File: config.mk
export PLATFORM = sky130hd
export DESIGN_NAME = stripe_sched_flat
export DESIGN_NICKNAME = d
export VERILOG_FILES = /design/src/rtl/stripe_sched_if.sv /design/src/rtl/stripe_sched.sv /design/src/flat_wrapper.sv
export SDC_FILE = /design/constraint.sdc
export NUM_CORES = 1
export LEC_CHECK = 0
export CORE_MARGIN = 2
export CORE_UTILIZATION = 43
export DETAILED_ROUTE_END_ITERATION = 16
export GPL_ROUTABILITY_DRIVEN = 0
export PLACE_DENSITY = 0.8
export SLEW_MARGIN = 20
export SYNTH_ARGS = -nofsm -noshare
export SYNTH_HDL_FRONTEND = slang
export SYNTH_SLANG_ARGS = --single-unit
File: constraint.sdc
create_clock -name clk_2f -period 1.8 [get_ports clk_2f]
set_input_delay 0.36 -clock clk_2f [delete_from_list [all_inputs] [get_ports clk_2f]]
set_output_delay 0.36 -clock clk_2f [all_outputs]
set_load 0.01 [all_outputs]
File: src/rtl/stripe_sched_if.sv
// stripe_sched_if: requester handshakes plus striper feed and status for stripe_sched.
// master = requester/striper side, slave = scheduler.
interface stripe_sched_if #(
   parameter int unsigned DATA_W = 32
);
   logic [DATA_W-1:0] req0_data;
   logic              req0_valid;
   logic              req0_ready;
   logic [DATA_W-1:0] req1_data;
   logic              req1_valid;
   logic              req1_ready;
   logic [DATA_W-1:0] stripe_data;
   logic              stripe_valid;
   logic [1:0]        grant;
   logic              lane_sel;
   logic [15:0]       cnt0;
   logic [15:0]       cnt1;

   modport master (
      output req0_data, req0_valid, req1_data, req1_valid,
      input  req0_ready, req1_ready, stripe_data, stripe_valid, grant, lane_sel, cnt0, cnt1
   );

   modport slave (
      input  req0_data, req0_valid, req1_data, req1_valid,
      output req0_ready, req1_ready, stripe_data, stripe_valid, grant, lane_sel, cnt0, cnt1
   );
endinterface

File: src/rtl/stripe_sched.sv
// stripe_sched: two-requester round-robin scheduler feeding the striper at clk_2f.
// Bursts of up to BURST_MAX words, with one idle cycle of stripe_valid between bursts so the
// striper realigns each burst onto lane0.
// Build option: define LANE_BALANCE_EN to pad odd-length bursts with PAD_WORD so both lanes
// receive the same number of words per burst.
module stripe_sched #(
   parameter int unsigned DATA_W    = 32,
   parameter int unsigned BURST_MAX = 4
`ifdef LANE_BALANCE_EN
   ,
   parameter logic [DATA_W-1:0] PAD_WORD = '0
`endif
) (
   input logic           clk_2f,
   input logic           reset,
   stripe_sched_if.slave bus
);

   localparam logic [3:0] BurstMax = 4'(BURST_MAX);

   typedef enum logic [2:0] {
      StIdle,
      StGrant0,
      StGrant1,
      StGap
`ifdef LANE_BALANCE_EN
      ,
      StPad
`endif
   } state_e;

   state_e            state_q, state_d;
   logic [3:0]        burst_cnt_q, burst_cnt_d;
   logic              last_grant_q, last_grant_d;  // 1: requester 1 owned the last burst
   logic              burst_done;
   logic [1:0]        grant_q;
   logic              lane_q, lane_d;
   logic [DATA_W-1:0] data_q;
   logic              valid_q;
   logic [15:0]       cnt0_q, cnt1_q;
   logic              xfer0, xfer1, xfer, pad_emit;

   assign bus.req0_ready = (state_q == StGrant0);
   assign bus.req1_ready = (state_q == StGrant1);

   assign xfer0 = bus.req0_valid && bus.req0_ready;
   assign xfer1 = bus.req1_valid && bus.req1_ready;
   assign xfer  = xfer0 || xfer1;

`ifdef LANE_BALANCE_EN
   assign pad_emit = (state_q == StPad);
`else
   assign pad_emit = 1'b0;
`endif

   // Next-state: arbitration, burst length tracking and the mandatory gap between bursts.
   always_comb begin
      state_d      = state_q;
      burst_cnt_d  = burst_cnt_q;
      last_grant_d = last_grant_q;
      burst_done   = 1'b0;
      unique case (state_q)
         StIdle: begin
            if (bus.req0_valid && (!bus.req1_valid || last_grant_q)) begin
               state_d = StGrant0;
            end else if (bus.req1_valid) begin
               state_d = StGrant1;
            end
         end
         StGrant0, StGrant1: begin
            // Only the owner is ready, so no transfer means the owner dropped valid.
            if (xfer) begin
               burst_cnt_d = burst_cnt_q + 4'd1;
               burst_done  = (burst_cnt_d == BurstMax);
            end else if (burst_cnt_q != 4'd0) begin
               burst_done = 1'b1;
            end else begin
               state_d      = StIdle;
               last_grant_d = (state_q == StGrant1);
            end
         end
         StGap: begin
            burst_cnt_d = '0;
            if (last_grant_q ? bus.req0_valid : bus.req1_valid) begin
               state_d = last_grant_q ? StGrant0 : StGrant1;
            end else if (last_grant_q ? bus.req1_valid : bus.req0_valid) begin
               state_d = last_grant_q ? StGrant1 : StGrant0;
            end else begin
               state_d = StIdle;
            end
         end
`ifdef LANE_BALANCE_EN
         StPad: state_d = StGap;
`endif
         default: state_d = StIdle;
      endcase

      if (burst_done) begin
         last_grant_d = (state_q == StGrant1);
`ifdef LANE_BALANCE_EN
         state_d = burst_cnt_d[0] ? StPad : StGap;
`else
         state_d = StGap;
`endif
      end
   end

   // Lane of the next output word: restarts at lane0 whenever no burst is in progress.
   always_comb begin
      lane_d = lane_q;
      if (state_d == StIdle || state_d == StGap) begin
         lane_d = 1'b0;
      end else if (xfer || pad_emit) begin
         lane_d = ~lane_q;
      end
   end

   // FSM state with grant and lane registered from the next state.
   always_ff @(posedge clk_2f or negedge reset) begin
      if (!reset) begin
         state_q      <= StIdle;
         burst_cnt_q  <= '0;
         last_grant_q <= 1'b1;
         grant_q      <= '0;
         lane_q       <= 1'b0;
      end else begin
         state_q      <= state_d;
         burst_cnt_q  <= burst_cnt_d;
         last_grant_q <= last_grant_d;
         grant_q      <= {state_d == StGrant1, state_d == StGrant0};
         lane_q       <= lane_d;
      end
   end

   // Striper feed and per-requester word counters; data holds while valid is low.
   always_ff @(posedge clk_2f or negedge reset) begin
      if (!reset) begin
         data_q  <= '0;
         valid_q <= 1'b0;
         cnt0_q  <= '0;
         cnt1_q  <= '0;
      end else begin
         valid_q <= xfer || pad_emit;
         if (xfer0) begin
            data_q <= bus.req0_data;
            cnt0_q <= cnt0_q + 16'd1;
         end else if (xfer1) begin
            data_q <= bus.req1_data;
            cnt1_q <= cnt1_q + 16'd1;
         end
`ifdef LANE_BALANCE_EN
         else if (pad_emit) begin
            data_q <= PAD_WORD;
         end
`endif
      end
   end

   assign bus.stripe_data  = data_q;
   assign bus.stripe_valid = valid_q;
   assign bus.grant        = grant_q;
   assign bus.lane_sel     = lane_q;
   assign bus.cnt0         = cnt0_q;
   assign bus.cnt1         = cnt1_q;

endmodule

File: src/flat_wrapper.sv
// flat-port wrapper written by rule: the top's interface ports become plain ports
module stripe_sched_flat 
#(
   parameter int unsigned DATA_W    = 32,
   parameter int unsigned BURST_MAX = 4

)
  (clk_2f, reset, bus_req0_data, bus_req0_valid, bus_req1_data, bus_req1_valid, bus_req0_ready, bus_req1_ready, bus_stripe_data, bus_stripe_valid, bus_grant, bus_lane_sel, bus_cnt0, bus_cnt1);
  stripe_sched_if #(.DATA_W(DATA_W)) bus_i ();
  input logic clk_2f;
  input logic reset;
  input wire logic [$bits(bus_i.req0_data)-1:0] bus_req0_data;
  input wire logic [$bits(bus_i.req0_valid)-1:0] bus_req0_valid;
  input wire logic [$bits(bus_i.req1_data)-1:0] bus_req1_data;
  input wire logic [$bits(bus_i.req1_valid)-1:0] bus_req1_valid;
  output wire logic [$bits(bus_i.req0_ready)-1:0] bus_req0_ready;
  output wire logic [$bits(bus_i.req1_ready)-1:0] bus_req1_ready;
  output wire logic [$bits(bus_i.stripe_data)-1:0] bus_stripe_data;
  output wire logic [$bits(bus_i.stripe_valid)-1:0] bus_stripe_valid;
  output wire logic [$bits(bus_i.grant)-1:0] bus_grant;
  output wire logic [$bits(bus_i.lane_sel)-1:0] bus_lane_sel;
  output wire logic [$bits(bus_i.cnt0)-1:0] bus_cnt0;
  output wire logic [$bits(bus_i.cnt1)-1:0] bus_cnt1;
  assign bus_i.req0_data = bus_req0_data;
  assign bus_i.req0_valid = bus_req0_valid;
  assign bus_i.req1_data = bus_req1_data;
  assign bus_i.req1_valid = bus_req1_valid;
  assign bus_req0_ready = bus_i.req0_ready;
  assign bus_req1_ready = bus_i.req1_ready;
  assign bus_stripe_data = bus_i.stripe_data;
  assign bus_stripe_valid = bus_i.stripe_valid;
  assign bus_grant = bus_i.grant;
  assign bus_lane_sel = bus_i.lane_sel;
  assign bus_cnt0 = bus_i.cnt0;
  assign bus_cnt1 = bus_i.cnt1;
  stripe_sched #(.DATA_W(DATA_W), .BURST_MAX(BURST_MAX)) u_core (.clk_2f(clk_2f), .reset(reset), .bus(bus_i));
endmodule
* After elaboration in Yosys (flattened, before gate mapping)
Index checks and enable logic that the tools add are counted.
** Storage, ports and cells
- Output and inout port bits :: 70
- Bits in latches :: 0
- Bits in writable memories :: 0
- Logic and storage cells :: 67
- Memories kept :: 0
- Flip-flop bits (word level) :: 76
- Memory bits (read-only) :: 0
- Input bits :: 68
** Cells by class
- Bitwise logic cells :: 2
- Divide/modulo/power cells :: 0
- Order comparisons :: 0
- Shifts and indexed selects :: 0
- $add $sub $neg :: 3
- Reductions and logical operators :: 18
- Equal/unequal tests :: 10
- $mul :: 0
- Multiplexer cells :: 25
** Operators with widths (count)
- $mux W32 :: 2
- $add A16 B1 Y16 const B :: 2
- $mux W3 :: 7
- $eq A3 B2 Y1 const B :: 4
- $mux W1 :: 11
- $pmux W3 S3 :: 1
- $pmux W4 S2 :: 1
- $reduce_bool A2 Y1 :: 4
- $eq A3 B1 Y1 const B :: 2
- $logic_not A3 Y1 :: 2
- $ne A2 B1 Y1 const B :: 3
- $add A4 B1 Y4 const B :: 1
- $eq A4 B3 Y1 const B :: 1
- $mux W2 :: 2
- $mux W4 :: 1
- $reduce_and A2 Y1 :: 2
- $reduce_bool A4 Y1 :: 1
- $logic_and A1 B1 Y1 :: 3
- $logic_or A1 B1 Y1 :: 3
- $reduce_and A3 Y1 :: 1
- $not A1 Y1 :: 2
- $reduce_or A2 Y1 :: 1
- $logic_not A1 Y1 :: 1

* Longest topological paths before layout
Gate-level depths: netlist of run 1.
- Depth after elaboration :: 9
- Mapped depth :: 6

* Least setup slack after synthesis of run 1
No wires, ideal clock.
- Kind :: reg-to-reg
- From :: register u_core.state_q[1]
- To :: register u_core.cnt0_q[7] (netlist: u_core.bus.cnt0[7])
- Clock period less this slack :: 1.500 ns
- Stages on the path, launching flop included :: 6
- Data arrival time :: 1.424 ns
- Setup slack :: 0.300 ns
- Cells stage by stage :: dfrtp_1 -> and4bb_4 -> and3_1 -> buf_4 -> and4_4 -> xor2_2
** On the way
- Longest elaborated chain between the ends :: 2
** Ends and longest elaborated chain
- start: declaration :: line stripe_sched.sv:32 : state_e state_q, state_d;
- start signal: assignment :: line stripe_sched.sv:121 : state_q <= StIdle;
- start signal: assignment :: line stripe_sched.sv:127 : state_q <= state_d;
- $eq A3 B1 Y1 :: line stripe_sched.sv:43 : assign bus.req0_ready = (state_q == StGrant0);
- $logic_and A1 B1 Y1 :: line stripe_sched.sv:46 : assign xfer0 = bus.req0_valid && bus.req0_ready;
- end signal: assignment :: line stripe_sched.sv:146 : cnt0_q <= cnt0_q + 16'd1;
- end: declaration :: line stripe_sched.sv:40 : logic [15:0] cnt0_q, cnt1_q;
No other way between the ends.
A chain may end at the register's enable or synchronous reset.

* Worst setup path after layout of run 1
- From :: register u_core.cnt1_q[2] (netlist: u_core.bus.cnt1[2])
- To :: output port bus_cnt1[2]
** RTL lines
- start: declaration :: line stripe_sched.sv:40
- start signal: assignment :: line stripe_sched.sv:149 : cnt1_q <= cnt1_q + 16'd1;
- end: declaration :: line flat_wrapper.sv:23 : output wire logic [$bits(bus_i.cnt1)-1:0] bus_cnt1;
No word-level cell between the ends.

==> results of run 1 <==
## timing repair
action	CTS	global route
hold buffers	1	0
setup buffers	0	1
endpoints found under the setup margin	2	6
resized for setup	5	4
hold endpoints to repair	19	0
## layer usage
layer  vias to the layer above  global-route usage, %  wire length [um]
met5                         -                      0                 0
met4                         0                   6.13               144
met3                        16                   6.35               494
met2                        97                   34.4              4310
met1                      1379                   26.3              3420
li1                       1416                      -                 -
## sequential cells by signal, summed over array words and instances, names as in the netlist
name / count
u_core.bus.stripe_data: 32
u_core.bus.cnt0: 16
u_core.bus.cnt1: 16
u_core.burst_cnt_q: 4
u_core.state_q: 3
u_core.bus.grant: 2
u_core.bus.lane_sel: 1
u_core.bus.stripe_valid: 1
u_core.last_grant_q: 1
## kinds of logic after synthesis
logic type | after synthesis
AOI/OAI and AO/OA | 50
xor gates and xnor gates | 32
adders and majority gates | 4
buffers and inverters | 20
DFF | 76
muxes | 1
other | 1
and+or+nand+nor | 136
## power by group through the flow
stage / sequential (mW) / clock [mW] / combinational, mW
detailed placement: 2.61 / 0 / 2.43
global route: 2.66 / 1.46 / 2.68
CTS: 2.58 / 1.37 / 2.44
global placement: 2.57 / 0 / 2.37
floorplan: 2.75 / 0 / 0.833
finish: 2.58 / 1.33 / 2.44
## cell type report
class | instances | area, um^2
clock buffer | 11 | 151
clock inverter | 5 | 60.1
fill | 617 | 2460
inverter | 5 | 18.8
multi-input combinational | 224 | 1410
sequential | 76 | 1910
tap | 102 | 128
timing repair buffer | 157 | 1560
## per-stage QoR
| stage | hold slack (ns) | TNS [ns] | setup slack, ns |
|---|---|---|---|
| 6_report | 0.446 | 0 | 0.0692 |
| 5_1_grt | 0.445 | 0 | 0.000822 |
| 4_1_cts | 0.450 | 0 | 0.0435 |
| 3_5_place_dp | 0.275 | -12.61 | -0.285 |
| 3_3_place_gp | 0.266 | -9.58 | -0.213 |
| 2_1_floorplan | 0.0644 | 0 | 0.300 |
## placed cells by master (no fill, tap or decap), types with 2 or more instances in the layout
master and count:
and4_1 3, and4bb_4 2, xnor2_1 23, clkinv_4 2, a22oi_1 34, clkbuf_8 11, inv_1 4, nand2_1 80
dfrtp_2 4, nand3_1 7, nor3_1 6, o21ai_0 7, nor2b_1 2, xor2_1 8, buf_12 3, buf_4 17
clkdlybuf4s50_1 134, a21oi_1 2, nand2b_1 2, nor2_1 8, and3_1 6, ha_1 4, dfrtp_1 71, nand4_1 8
## how the worst max path moves through the flow
| stage | start | end |
|---|---|---|
| global placement | bus_req1_valid | u_core.bus.cnt1[15] |
| global route | u_core.state_q[0] | bus_req1_ready |
| finish | u_core.bus.cnt1[2] | bus_cnt1[2] |
| detailed placement | bus_req1_valid | u_core.bus.cnt1[10] |
| floorplan | u_core.state_q[1] | u_core.bus.cnt0[7] |
| CTS | u_core.state_q[0] | bus_req1_ready |
==> impl_metrics.tcl, run 1 <==
set metrics [dict create \
    switching_share_pct 32.4 \
    dr.pass1.iters 4 \
    period_share_pct 96.2 \
    synthAdderAreaFrac_pct 1.47 \
    antenna_left 0 \
    routed_wl_um 8370 \
    max_stage_delay_ns 0.59 \
    synth_edf_count 0 \
    final_nets 545 \
    synth_top_cells_by_count "nand2_1 (80), dfrtp_1 (75), a22oi_1 (34)" \
    avgSynthCellArea_um2 10.6 \
    grt_pass1_wl_um 14200 \
    yosysWarnings 0 \
    htreeDepth 3 \
    synth_flop_cell "dfrtp_1" \
    worstPathArrival_ns 1.37 \
    reg2reg_depth 4 \
    setup_viol 0 \
    diodes 0 \
    power_frac_clock_pct 21.0 \
    combPwrFrac_pct 38.4 \
    powerDensity_nw_per_um2 1210 \
    final.setup_skew_ns 0.0111 \
    row_count 32 \
    io_buffers 137 \
    crit_chain "clkdlybuf4s50_1" \
    maxCapViolCount 0 \
    netlist_instances 320 \
    fp.dieW_um 92.9 \
    start_util_pct 44.2 \
    ys_seq_area_share_pct 56.0 \
    yosys.area_share.xor_xnor_pct 8.47 \
    root_buffer "clkbuf_8" \
    dieArea_um2 8630 \
    synth_async_sr_flop_share_pct 100 \
    die_h_um 92.9 \
    synth.most_common_cell "nand2_1" \
    synth_seq_cells 76 \
    synth_top_family_by_area "simple AND/OR/NAND/NOR gates" \
    run_status "finished, final reports clean" \
    hpwl_um 6340 \
    seqPwrFrac_pct 40.6 \
    syn_nets 392 \
    syn-cell-area_um2 3400 \
    final_hold_viol_count 0 \
    grt_max_degree 42 \
    clkSlewWorstSetupHoldPaths_ns 0.08 \
    crit_path_top_delay_cell "clkdlybuf4s50_1" \
    power.switching_mw 2.06 \
    end_kind "output pin" \
    clkSinkCount 76 \
    via_per_inst 5.01 \
    clk_path_buf_depth 2 \
    hold_class "in -> async" \
    path_class "reg -> out" \
    place_inst 562 \
    track_usage_pct 20.8 \
    antenna_found_initial 0 \
    final_cells 580 \
    drc_errors 0 \
    critPathBufInv 1 \
    grt_pass1_vias 2992 \
    fin_util_pct 68.0 \
    boundaryPins 138 \
    peakVddDrop_mv 0.679 \
    grt_setup_unrepaired "false" \
    drive_above_1_share_pct 10.9 \
    worstPathRequired_ns 1.44 \
    critPathTopFamily "buffers and inverters" \
    routedWlPerCell_um 14.4 \
    synth.area.mux_share_pct 0.331 \
    r2r_end "u_core.bus.cnt0[12]" \
    grt-ovfl-total 0 \
    crit_path_start_kind "flop" \
    crit_fanout 5 \
    vias 2908 \
    cts_buffers 9 \
    total_power_mw 6.35 \
    layout_min_cycle_time_ns 1.73 \
    core_region_area_um2 7690 \
    synth-simple-area-share_pct 20.1 \
    design_area_um2 5230 \
    place_area_um2 4990 \
    first_iter_violations 192 \
    cts_tree "done" \
    slew_violations 0 \
    yosysTopAreaCell "dfrtp_1" \
    clk_latency_ns 0.34 \
    intPower_mw 4.29 \
    r2r_start "u_core.state_q[2]" \
    r2r_setup_slack_ns 0.10 \
    synth_cell_types 47 \
    synth-compound-area-share_pct 10.6 \
    syn2layout_area_growth_pct 54.0 \
    critical_path_depth 1 \
    clock.fmax_mhz 578 \
    synth_top_cell_area_share_pct 55.2 \
    p_leak_nw 2.37 \
    synth_area_leaders "dfrtp_1 (55%), nand2_1 (8.8%), a22oi_1 (7.5%), xnor2_1 (5.9%), xor2_1 (2.1%)" \
]
No activity file was read; power rests on OpenSTA's default activity.
==> run 2, diff against run 1 <==
--- a/config.mk
+++ b/config.mk
@@ -6,10 +6,11 @@
 export NUM_CORES = 1
 export LEC_CHECK = 0
 export CORE_MARGIN = 2
-export CORE_UTILIZATION = 43
+export CORE_UTILIZATION = 62
 export DETAILED_ROUTE_END_ITERATION = 16
+export DONT_BUFFER_PORTS = 1
 export GPL_ROUTABILITY_DRIVEN = 0
-export PLACE_DENSITY = 0.8
+export PLACE_DENSITY = 0.78
 export SLEW_MARGIN = 20
 export SYNTH_ARGS = -nofsm -noshare
 export SYNTH_HDL_FRONTEND = slang
==> impl_metrics.tcl, run 2 (synthesis results as in run 1) <==
set metrics [dict create \
    run_status "complete, but fails checks" \
    violations "hold timing" \
    row_count 26 \
    grt_pass1_wl_um 11600 \
    largest_reg_flops 32 \
    hpwl_um 5060 \
    crit_fanout 10 \
    crit_path_start_kind "flop" \
    diodes 0 \
    r2r_start "u_core.state_q[2]" \
    path_class "reg -> out" \
    grt_max_degree 77 \
    setup_viol 0 \
    holdWs_ns -0.295 \
    final_nets 401 \
    end_kind "output pin" \
    clkSlewWorstSetupHoldPaths_ns 0.08 \
    final_cells 404 \
    startpoint "u_core.state_q[2]" \
    grt_pass1_vias 2365 \
    drive_above_1_share_pct 11.7 \
    via_per_inst 6.01 \
    clkSinkCount 76 \
    start_util_pct 65.3 \
    slew_violations 0 \
    antenna_found_initial 0 \
    final.setup_skew_ns 0.0101 \
    syn2layout_area_growth_pct 9.24 \
    period_share_pct 95.4 \
    antenna_left 0 \
    boundaryPins 138 \
    vias 2428 \
    worstPathArrival_ns 1.36 \
    r2r_setup_slack_ns 0.13 \
    powerDensity_nw_per_um2 1420 \
    first_iter_violations 133 \
    die_h_um 78.0 \
    fillCellCount 398 \
    clock.fmax_mhz 582 \
    clk_path_buf_depth 2 \
    ctsResizeCount 0 \
    worstPathRequired_ns 1.44 \
    crit_end "bus_req0_ready" \
    layout_common_cells "nand2_1 (80), dfrtp_1 (75), a22oi_1 (34)" \
    dr.pass1.iters 5 \
    drc_errors 0 \
    reg2reg_depth 5 \
    dieArea_um2 6090 \
    routed_wl_um 7330 \
    p_leak_nw 1.80 \
    clk_latency_ns 0.34 \
    grt-ovfl-total 0 \
    hold_class "in -> async" \
    place_inst 384 \
    layout_min_cycle_time_ns 1.72 \
    cts_tree "done" \
    peakVddDrop_mv 0.831 \
    track_usage_pct 24.6 \
    io_buffers 0 \
    maxCapViolCount 0 \
    core_region_area_um2 5200 \
    r2r_end "u_core.burst_cnt_q[2]" \
    htreeDepth 3 \
    final_common_cell "nand2_1" \
    routedWlPerCell_um 18.1 \
    root_buffer "clkbuf_8" \
    cts_buffers 9 \
    final_hold_viol_count 76 \
    fp.dieW_um 78.0 \
]
run 2: cell count changes in the layout (fill, tap and decap cells not counted), moves of 2 or more:
cell	previous run	this run
buf_12	3	0
buf_4	17	12
clkdlybuf4s50_1	134	0
clkinv_4	2	0
dfrtp_1	71	75
dfrtp_2	4	0
run 2: layout make-up:
cell class	instances	area (um^2)	area share [%]
well taps	70	87.6	2.36
clock buffers	12	155	4.18
repair buffers	12	90.1	2.43
flip-flops and latches	76	1900	51.3
inverters	5	18.8	0.506
clock inverters	4	47.5	1.28
multi-input cells	225	1410	38.0
run 2: report_power, final:
group | leakage, nW | internal (mW) | switching (mW)
sequential | 0.982 | 2.21 | 0.612
clock | 0.102 | 0.712 | 0.601
combinational | 0.719 | 0.483 | 0.642
run 2: per-stage QoR:
step	area (um^2)	total power, mW	setup slack, ns	setup TNS [ns]	util [%]
final	3710	5.26	0.0832	0	71.3
after global placement	3470	3.88	0.108	0	66.8
after floorplan	3400	3.58	0.300	0	-
after CTS	3680	5.25	0.0211	0	70.6
after global routing	3710	5.61	-0.000989	-0.000989	71.3
after detailed placement	3470	3.94	0.0493	0	66.8
run 2: critical path, stage by stage (launching register included):
cell and delay, ns:
dfrtp_1 0.40, buf_4 0.18, nor3b_1 0.44
run 2: worst min-delay path by stage:
| stage | slack [ns] | startpoint | end | cells after the start |
|---|---|---|---|---|
| floorplan | 0.06 | reset | u_core.burst_cnt_q[0] | 0 |
| global placement | 0.07 | reset | u_core.bus.cnt1[11] | 0 |
| detailed placement | 0.07 | reset | u_core.bus.cnt1[11] | 0 |
| CTS | -0.31 | reset | u_core.bus.stripe_data[7] | 0 |
| global route | -0.31 | reset | u_core.bus.cnt1[12] | 0 |
| finish | -0.29 | reset | u_core.bus.cnt1[5] | 0 |
run 2: timing repair:
| action | CTS | global route |
|---|---|---|
| buffers inserted | 0 | 3 |
| endpoints found under the setup margin | 0 | 5 |
| endpoints found under the hold margin | 76 | 76 |
run 2: metal layers:
| metal | up-vias | track usage, % | part of all wire (%) | routed length (um) |
|---|---|---|---|---|
| li1 | 1125 | - | - | - |
| met1 | 1185 | 31.3 | 38 | 2820 |
| met2 | 106 | 39.6 | 52 | 3780 |
| met3 | 12 | 7.82 | 8.5 | 626 |
| met4 | 0 | 10.0 | 1.4 | 101 |
| met5 | - | 0 | 0 | 0 |
==> run 3, diff against run 2 <==
--- a/config.mk
+++ b/config.mk
@@ -6,11 +6,11 @@
 export NUM_CORES = 1
 export LEC_CHECK = 0
 export CORE_MARGIN = 2
-export CORE_UTILIZATION = 62
+export CORE_UTILIZATION = 56
 export DETAILED_ROUTE_END_ITERATION = 16
 export DONT_BUFFER_PORTS = 1
 export GPL_ROUTABILITY_DRIVEN = 0
-export PLACE_DENSITY = 0.78
+export PLACE_DENSITY = 0.74
 export SLEW_MARGIN = 20
 export SYNTH_ARGS = -nofsm -noshare
 export SYNTH_HDL_FRONTEND = slang
==> constraint.sdc (replaced) <==
create_clock -name clk_2f -period 1.43 [get_ports clk_2f]
set_input_delay 0.286 -clock clk_2f [delete_from_list [all_inputs] [get_ports clk_2f]]
set_output_delay 0.286 -clock clk_2f [all_outputs]
set_load 0.01 [all_outputs]
==> impl_metrics.tcl, run 3 (synthesis results as in run 1) <==
set metrics [dict create \
    fillCellCount 333 \
    peakVddDrop_mv 1.14 \
    total_power_mw 8.08 \
    grt-ovfl-total 0 \
    r2r_end "u_core.bus.cnt0[13]" \
    final_nets 450 \
    start_util_pct 57.7 \
    run_status "complete, but fails checks" \
    htreeDepth 3 \
    r2r_setup_slack_ns -0.19 \
    largest_reg_flops 32 \
    violations "hold timing, setup timing" \
    switching_share_pct 35.0 \
    antenna_left 0 \
    routedWlPerCell_um 20.7 \
    clkSinkCount 76 \
    io_buffers 0 \
    layout_min_cycle_time_ns 1.62 \
    core_region_area_um2 5890 \
    crit_path_start_kind "flop" \
    boundaryPins 138 \
    power.switching_mw 2.83 \
    grt_pass1_vias 2565 \
    fp.dieW_um 81.9 \
    worstPathArrival_ns 1.86 \
    maxCapViolCount 0 \
    layout_common_cells "dfrtp_1 (75), nand2_1 (60), buf_4 (40)" \
    final_common_cell "dfrtp_1" \
    seqPwrFrac_pct 43.6 \
    hold_class "in -> async" \
    cts_buffers 9 \
    worstPathRequired_ns 1.67 \
    intPower_mw 5.25 \
    reg2reg_depth 4 \
    powerDensity_nw_per_um2 1730 \
    hpwl_um 5390 \
    setup_slack_ns -0.191 \
    dr.pass1.iters 4 \
    cts_tree "done" \
    grt_setup_unrepaired "true" \
    period_share_pct 113 \
    p_leak_nw 2.24 \
    drc_errors 0 \
    via_per_inst 5.98 \
    die_h_um 81.9 \
    clk_latency_ns 0.36 \
    tns_ns -6.42 \
    drive_above_1_share_pct 40.8 \
    clk_path_buf_depth 2 \
    holdWs_ns -0.388 \
    grt_pass1_wl_um 12300 \
    final_hold_viol_count 76 \
    clock.fmax_mhz 617 \
    clkSlewWorstSetupHoldPaths_ns 0.08 \
    vias 2732 \
    multiInputGateArea_um2 1770 \
    dieArea_um2 6710 \
    design_area_um2 4660 \
    row_count 28 \
    end_kind "flop" \
    grt_max_degree 77 \
    slew_violations 0 \
    final.setup_skew_ns 0.0119 \
    routed_wl_um 9470 \
    r2r_start "u_core.state_q[1]" \
    crit_fanout 6 \
    root_buffer "clkbuf_8" \
    syn2layout_area_growth_pct 37.3 \
    track_usage_pct 24.6 \
    pre_cts_ws_ns -0.140 \
    path_class "reg -> reg" \
    first_iter_violations 131 \
    antenna_found_initial 0 \
    diodes 0 \
    power_frac_clock_pct 24.8 \
    place_area_um2 3730 \
    setup_viol 73 \
    regArea_um2 1900 \
    combPwrFrac_pct 31.7 \
]
## run 3: changes by cell type in the layout (fill, tap and decap cells not counted), sizes merged
| cell | delta |
|---|---|
| buf | +47 |
| bufinv | +2 |
| clkbuf | +2 |
| clkinv | -2 |
| nor2 | -1 |
## run 3: repair_timing
item,CTS,global route
gates cloned,0,3
endpoints found under the setup margin,57,73
endpoints found under the hold margin,76,76
pin swaps,17,32
resized for setup,30,86
buffers inserted,12,8
## run 3: critical path, cell delays in order, from the launching register on
cell,delay (ns)
dfrtp_1,0.44
and4bb_4,0.44
and3_4,0.28
nand4_1,0.16
xnor2_1,0.18
## run 3: final cells by class
cell class,instances,share of cell area [%]
Clock inverter,4,2.09
Multi-Input combinational cell,224,38.0
Inverter,5,0.456
Clock buffer,11,3.03
Tap cell,75,2.01
Sequential cell,76,40.8
Timing Repair Buffer,62,13.6
## run 3: power by group through the flow
| stage | clock network [mW] | registers [mW] | logic [mW] |
|---|---|---|---|
| floorplan | 0 | 3.46 | 1.05 |
| global placement | 0 | 3.48 | 1.69 |
| detailed placement | 0 | 3.48 | 1.77 |
| CTS | 2.00 | 3.46 | 2.00 |
| global route | 2.11 | 3.60 | 2.80 |
| finish | 2.00 | 3.52 | 2.56 |
## run 3: worst max path at each step
stage,startpoint,endpoint,slack (ns),cells after the start
after global routing,u_core.state_q[1],u_core.bus.cnt0[13],-0.25,4
after global placement,u_core.state_q[0],u_core.burst_cnt_q[3],-0.1,5
final,u_core.state_q[1],u_core.bus.cnt0[13],-0.19,4
after detailed placement,u_core.state_q[0],u_core.burst_cnt_q[3],-0.14,5
after CTS,u_core.state_q[2],bus_req0_ready,-0.14,3
after floorplan,u_core.state_q[1],u_core.bus.cnt0[7],-0.04,5
## run 3: through the flow
step,util [%],cells
2_1_floorplan,-,320
3_3_place_gp,63.4,421
3_5_place_dp,63.4,421
4_1_cts,71.2,447
5_1_grt,79.3,457
6_report,79.3,457
## run 3: layer usage
layer,vias up,global-route usage [%],share of wire (%)
met5,-,0,0
met4,0,13.7,3.2
met3,22,7.36,7.1
met2,124,41.8,52
met1,1366,27.6,38
li1,1220,-,-
